--- config.mk ---
export PLATFORM = sky130hd
export DESIGN_NAME = gpr_file
export DESIGN_NICKNAME = d
export VERILOG_FILES = /design/src/rtl/gpr_pkg.sv /design/src/rtl/gpr_pend_ctr.sv /design/src/rtl/gpr_file.sv
export SDC_FILE = /design/constraint.sdc
export NUM_CORES = 2
export LEC_CHECK = 0
export CORE_UTILIZATION = 60
export DETAILED_ROUTE_END_ITERATION = 12
export HOLD_SLACK_MARGIN = 0.1
export PLACE_DENSITY = 0.77
export SLEW_MARGIN = 15
export SYNTH_ARGS = -nofsm -noshare
export SYNTH_HDL_FRONTEND = slang
export SYNTH_SLANG_ARGS = --single-unit
--- constraint.sdc ---
create_clock -name clk -period 62 [get_ports clk]
set_clock_uncertainty 0.15 [all_clocks]
set_input_delay 6.2 -clock clk [delete_from_list [all_inputs] [get_ports clk]]
set_output_delay 6.2 -clock clk [all_outputs]
set_load 0.03 [all_outputs]
--- src/rtl/gpr_pkg.sv ---
// Shared defaults and helpers for the pipelined-datapath register file.
package gpr_pkg;
    localparam int DEF_WIDTH  = 32;
    localparam int DEF_DEPTH  = 32;
    localparam int DEF_NREAD  = 2;
    localparam int DEF_PEND_W = 2;
    localparam int ZERO_REG   = 0;

    function automatic int addr_w(input int depth);
        return $clog2(depth);
    endfunction
endpackage

--- src/rtl/gpr_pend_ctr.sv ---
// Saturating pending-writer counter for one register; inc and dec together cancel.
module gpr_pend_ctr
    import gpr_pkg::*;
#(
    parameter int PEND_W = DEF_PEND_W
)(
    input  logic              clk,
    input  logic              reset,
    input  logic              inc,
    input  logic              dec,
    output logic [PEND_W-1:0] count,
    output logic              at_max,
    output logic              nonzero
);
    logic [PEND_W-1:0] r_count;

    always_ff @(posedge clk or posedge reset) begin
        if (reset) begin
            r_count <= '0;
        end else if (inc && !dec && !at_max) begin
            r_count <= r_count + PEND_W'(1);
        end else if (dec && !inc && nonzero) begin
            r_count <= r_count - PEND_W'(1);
        end
    end

    assign count   = r_count;
    assign at_max  = &r_count;
    assign nonzero = |r_count;
endmodule

--- src/rtl/gpr_file.sv ---
// Multi-port GPR file with hardwired zero register, write-to-read bypass and
// per-register pending-writer scoreboard for decode-stage stalls.
module gpr_file
    import gpr_pkg::*;
#(
    parameter int WIDTH  = DEF_WIDTH,
    parameter int DEPTH  = DEF_DEPTH,
    parameter int NREAD  = DEF_NREAD,
    parameter int PEND_W = DEF_PEND_W,
    parameter int BYPASS = 1,
    localparam int AW    = addr_w(DEPTH)
)(
    input  logic                   clk,
    input  logic                   reset,
    input  logic [NREAD*AW-1:0]    rd_addr,
    output logic [NREAD*WIDTH-1:0] rd_data,
    output logic [NREAD-1:0]       rd_pending,
    input  logic                   we,
    input  logic [AW-1:0]          wr_addr,
    input  logic [WIDTH-1:0]       wr_data,
    input  logic                   claim_en,
    input  logic [AW-1:0]          claim_addr,
    output logic                   claim_ready,
    output logic                   busy_any
);
    logic [WIDTH-1:0]  r_regs [DEPTH];
    logic [PEND_W-1:0] w_count [DEPTH];
    logic [DEPTH-1:0]  w_at_max;
    logic [DEPTH-1:0]  w_nonzero;
    logic              w_claim_ok;

    always_ff @(posedge clk or posedge reset) begin
        if (reset) begin
            for (int k = 0; k < DEPTH; k++) begin
                r_regs[k] <= '0;
            end
        end else if (we && wr_addr != AW'(ZERO_REG)) begin
            r_regs[wr_addr] <= wr_data;
        end
    end

    // A full counter can still take a claim when a release lands on it this cycle.
    assign claim_ready = !(w_at_max[claim_addr] && !(we && wr_addr == claim_addr));
    assign w_claim_ok  = claim_en && claim_ready;
    assign busy_any    = |w_nonzero;

    assign w_count[ZERO_REG]   = '0;
    assign w_at_max[ZERO_REG]  = 1'b0;
    assign w_nonzero[ZERO_REG] = 1'b0;

    for (genvar r = 1; r < DEPTH; r++) begin : g_pc
        gpr_pend_ctr #(.PEND_W(PEND_W)) u_ctr (
            .clk     (clk),
            .reset   (reset),
            .inc     (w_claim_ok && claim_addr == AW'(r)),
            .dec     (we && wr_addr == AW'(r)),
            .count   (w_count[r]),
            .at_max  (w_at_max[r]),
            .nonzero (w_nonzero[r])
        );
    end

    for (genvar i = 0; i < NREAD; i++) begin : g_rd
        logic [AW-1:0] w_ra;
        logic          w_fwd;

        assign w_ra  = rd_addr[i*AW +: AW];
        assign w_fwd = (BYPASS != 0) && we && (wr_addr == w_ra);
        assign rd_data[i*WIDTH +: WIDTH] = (w_ra == AW'(ZERO_REG)) ? '0 :
                                           w_fwd ? wr_data : r_regs[w_ra];
        assign rd_pending[i] = (w_count[w_ra] != '0);
    end
endmodule

==> qor_table.md <==
| Group | Result | This run |
| --- | --- | --- |
| worst setup path | Slowest-stage cell, CP | sky130_fd_sc_hd__buf_4 |
| final layout | Final layout net count | 4099 |
| grt | Global-route wire length before repair | 257000 um |
| worst setup path | Critical path endpoint category | output port |
| power | Total design power | 2.17 mW |
| power | Total leakage power | 28.4 nW |
| logic synthesis | FFs w/ async S/R, synth | 100% |
| power | P per Cell Area | 33.1 mW/mm^2 |
| floorplan | Core region area | 0.0984 mm^2 |
| worst setup path | Worst-path maximum fanout | 51 |
| cts | Root buffer cell | sky130_fd_sc_hd__clkbuf_16 |
| logic synthesis | Cell type with the largest total area after synthesis | sky130_fd_sc_hd__dfrtp_1 |
| cts | Number of buffers added by the clock tree synthesis step | 113 |
| cts | Clock latency on the worst-skew pair | 0.70 ns |
| worst setup path | Series of cell instances along the critical path | buf_8 -> buf_4 -> buf_4 -> buf_4 -> mux4_2 -> mux4_2 -> mux2i_1 -> a211oi_1 -> clkdlybuf4s50_1 |
| placement | DP HPWL | 92900 um |
| sta | Relative slew slack | 19.8% |
| cts | H-Tree Level Count | 3 |
| grt | Number of antenna violations at the first check in global routing | 3 |
| sta | Slew Viols, Final | 0 |
| worst setup path | Startpoint type of the worst setup path | input pin |
| routing | Average wire per cell in the routed design | 31.5 um |
| grt | Number of global-route vias before repair | 39370 |
| min path | Worst hold path type | reg2reg |
| routing | Per-cell via count in the routed design | 7.14 |
| logic synthesis | Leading post-synthesis cells by cell area | sky130_fd_sc_hd__dfrtp_1 46%, sky130_fd_sc_hd__mux4_2 25%, sky130_fd_sc_hd__mux2_2 16% |
| logic synthesis | Number of nets in the synthesized netlist | 4222 |
| grt | Tot GR Track Use | 34.4% |
| cts | Clock sink count | 1086 |
| routing | Total detailed-routing wirelength | 171000 um |
| worst setup path | Delay of the slowest critical-path stage | 0.86 ns |
| logic synthesis | Top-area cell type share of the netlist area | 45.5% |
| logic synthesis | Number of distinct library cell variants in the gate-level netlist after synthesis | 66 |
| final layout | Layout cell share with drive strength beyond 1 | 44.7% |
| cts | Post-cts repair resize count | 0 |
| logic synthesis | Per-instance average area after synthesis | 14.3 um^2 |
| routing | Count of nets left with antenna violations after detail routing | 0 |
| routing | Post-route DRC | 0 |
| floorplan | Io pins | 124 |
| outcome | Outcome | complete, no violations |
| sta | Post-route clock period utilization | 28.6% |
| logic synthesis | Synthesized instance count | 4166 |
| sta | Final hold violation count | 0 |
| logic synthesis | Count of flip-flops with a built-in enable after synthesis | 0 |
| placement | Routability cong. | 0.916 |
| routing | First-iteration detailed-routing DRC count | 4899 |
| floorplan | Rows | 115 |
| worst setup path | Worst setup path class | in2out |
| logic synthesis | Count of yosys warnings during synthesis | 0 |
| power | Largest vdd supply drop | 0.0261 mV |
| grt | Pin count of the biggest net entering global routing | 156 |
| cts | Quantity of hold-fixing buffers added after cts | 0 |
| worst setup path | Top delay family on crit path | buffers and inverters |
| routing | First-pass iteration count of the detailed router | 6 |
| routing | Vias after detailed routing | 38749 |
| sta | Peak Freq | 56.3 MHz |
| placement | Quantity of I/O buffers inserted on ports | 123 |
| final layout | Area Overhead vs Synth | 9.85% |
| sta | Worst hold margin | 0.244 ns |
| logic synthesis | Primary flip-flop cell chosen by synthesis mapping | sky130_fd_sc_hd__dfrtp_1 |
| logic synthesis | Register bit count reported by yosys | 1086 |
| floorplan | Initial core utilization | 60.7% |
| worst setup path | Number of buffers and inverters on the critical path | 5 |
| sta | Number of setup violations in the final report | 0 |
| sta | Unrepaired setup endpoints after global routing | false |
| cts | TritonCTS clock tree | done |
| floorplan | Die width | 317 um |
| worst setup path | Arrival time of data at the critical path endpoint | 11.41 ns |
| sta | Tightest Pin Transition | 1.20 ns |
| logic synthesis | Fraction of the yosys area taken by sequential cells | 45.5% |
| floorplan | Vertical die dimension | 317 um |
| sta | Minimum clock period | 17.76 ns |
| cts | Postcts setup bufs | 0 |
| cts | CTS Buffer Depth | 3 |
| cts | Register clock-pin slew on the reported worst setup and hold paths | 0.06 ns |
| floorplan | Die ar. | 0.101 mm^2 |
| sta | Setup tns final | 0 ns |
| worst setup path | Critical path's most frequent cell | sky130_fd_sc_hd__buf_4 |
| logic synthesis | Total standard cell area after synthesis | 0.0597 mm^2 |
| grt | Aggregate global routing overflow | 0 |
| job | MaxCap Viol Count | 0 |
| worst setup path | Data required time at the worst endpoint | 55.65 ns |
[logic make-up after synthesis]
group,share of synthesized area (%)
simple gates,5.45
xor+xnor,0.411
mux,42.4
compound gates,2.95
buf+inv,3.27
flops,45.5
[sequential cells by signal, indices dropped and copies added, names as in the netlist]
name	flops
g_pc.u_ctr.count	62
r_regs	1024
[where the power goes]
group	internal, mW	leakage, nW	switching, mW
Combinational	0.285	12.5	0.202
Sequential	0.843	13.9	0.105
Clock	0.445	2.00	0.293
Total	1.57	28.4	0.599
[metal layers]
layer / vias to the layer above / wire length [um] / part of all wire [%] / GRT usage [%]
met5: - / 13 / 0.0076 / 0
met4: 2 / 6560 / 3.8 / 12.4
met3: 411 / 17300 / 10 / 8.62
met2: 2121 / 80400 / 47 / 53.1
met1: 20660 / 66400 / 39 / 48.1
li1: 15555 / - / - / -
[layout make-up]
type,instances,area (um^2)
Antenna cell,2,5.00
Clock buffer,160,3350
Clock inverter,49,693
Fill cell,6754,32800
Inverter,20,82.6
Multi-Input combinational cell,2622,30800
Sequential cell,1086,27200
Tap cell,1287,1610
Timing Repair Buffer,200,1840
[worst register-to-register path, stage by stage (launching register included)]
cell,delay [ns]
sky130_fd_sc_hd__dfrtp_1,0.41
sky130_fd_sc_hd__nand2_1,0.10
sky130_fd_sc_hd__mux4_2,0.46
sky130_fd_sc_hd__o21ai_1,0.36
sky130_fd_sc_hd__o31a_1,0.67
sky130_fd_sc_hd__a211oi_1,0.11
sky130_fd_sc_hd__or2_2,0.30
[synthesized netlist by cell type (10+ instances only)]
master,instances
sky130_fd_sc_hd__mux2_1,26
sky130_fd_sc_hd__nor3_1,17
sky130_fd_sc_hd__mux2_2,838
sky130_fd_sc_hd__nor2b_1,11
sky130_fd_sc_hd__mux2i_1,70
sky130_fd_sc_hd__inv_1,17
sky130_fd_sc_hd__nand3_1,40
sky130_fd_sc_hd__dfrtp_1,1086
sky130_fd_sc_hd__xor2_1,12
sky130_fd_sc_hd__nand3b_1,12
sky130_fd_sc_hd__a211oi_1,77
sky130_fd_sc_hd__buf_4,10
sky130_fd_sc_hd__a21oi_1,40
sky130_fd_sc_hd__mux4_2,661
sky130_fd_sc_hd__buf_2,110
sky130_fd_sc_hd__and3_1,12
sky130_fd_sc_hd__clkbuf_1,286
sky130_fd_sc_hd__o21ai_0,47
sky130_fd_sc_hd__nor2_1,131
sky130_fd_sc_hd__o21bai_1,14
sky130_fd_sc_hd__buf_1,24
sky130_fd_sc_hd__xnor2_1,16
sky130_fd_sc_hd__and3b_1,12
sky130_fd_sc_hd__and2_1,12
sky130_fd_sc_hd__nand2_1,461
[cell usage in the layout, fill, tap and decap left out, types with 6 or more instances in the layout]
cell type,Yosys,final
sky130_fd_sc_hd__clkbuf_8,0,26
sky130_fd_sc_hd__xor2_1,12,12
sky130_fd_sc_hd__o21bai_1,14,14
sky130_fd_sc_hd__nor2b_1,11,11
sky130_fd_sc_hd__nor2_1,131,118
sky130_fd_sc_hd__bufinv_16,0,17
sky130_fd_sc_hd__nand2b_1,9,9
sky130_fd_sc_hd__clkdlybuf4s50_1,0,110
sky130_fd_sc_hd__nand4_1,6,6
sky130_fd_sc_hd__o21ai_0,47,47
sky130_fd_sc_hd__clkbuf_1,286,17
sky130_fd_sc_hd__clkinv_2,0,25
sky130_fd_sc_hd__nor2_4,0,13
sky130_fd_sc_hd__mux2_2,838,838
sky130_fd_sc_hd__a211oi_1,77,77
sky130_fd_sc_hd__nand2_4,1,16
sky130_fd_sc_hd__dfrtp_1,1086,1086
sky130_fd_sc_hd__xnor2_1,16,16
sky130_fd_sc_hd__nand2_1,461,442
sky130_fd_sc_hd__a21oi_1,40,40
sky130_fd_sc_hd__a211oi_2,9,9
sky130_fd_sc_hd__buf_4,10,78
sky130_fd_sc_hd__a31oi_1,7,7
sky130_fd_sc_hd__nand3_1,40,38
sky130_fd_sc_hd__mux2_1,26,26
sky130_fd_sc_hd__mux2i_1,70,70
sky130_fd_sc_hd__inv_1,17,16
sky130_fd_sc_hd__and2_1,12,11
sky130_fd_sc_hd__and3_1,12,12
sky130_fd_sc_hd__nor3_1,17,17
sky130_fd_sc_hd__a211o_1,7,7
sky130_fd_sc_hd__mux4_2,661,661
sky130_fd_sc_hd__clkbuf_16,0,117
sky130_fd_sc_hd__nor4_1,7,7
sky130_fd_sc_hd__nand3b_1,12,12
sky130_fd_sc_hd__and3b_1,12,12
[worst paths after layout]
path | cells past startpoint | slack, ns | end | start
worst max-delay path | 9 | 44.24 | rd_data[42] | rd_addr[5]
max in group asynchronous | 6 | 51.78 | g_pc[28].u_ctr.count[1] | reset
worst min register to register | 0 | 0.24 | r_regs[1017] | r_regs[1017]
min in group asynchronous | 2 | 5.92 | r_regs[207] | reset
worst max register to register | 6 | 59.33 | g_pc[19].u_ctr.count[0] | g_pc[30].u_ctr.count[0]
worst min-delay path | 0 | 0.24 | r_regs[1017] | r_regs[1017]
[metrics by stage]
step	cells	utilization, %	cell area [um^2]	worst slack, ns
6_report	5426	66.7	65600	44.24
5_1_grt	5426	66.7	65600	43.75
4_1_cts	5424	66.7	65600	44.13
3_5_place_dp	5215	62.6	61600	44.14
3_3_place_gp	5215	62.6	61600	44.14
2_1_floorplan	4166	-	59700	25.08
Note: power is estimated with default switching activity, not from simulation.
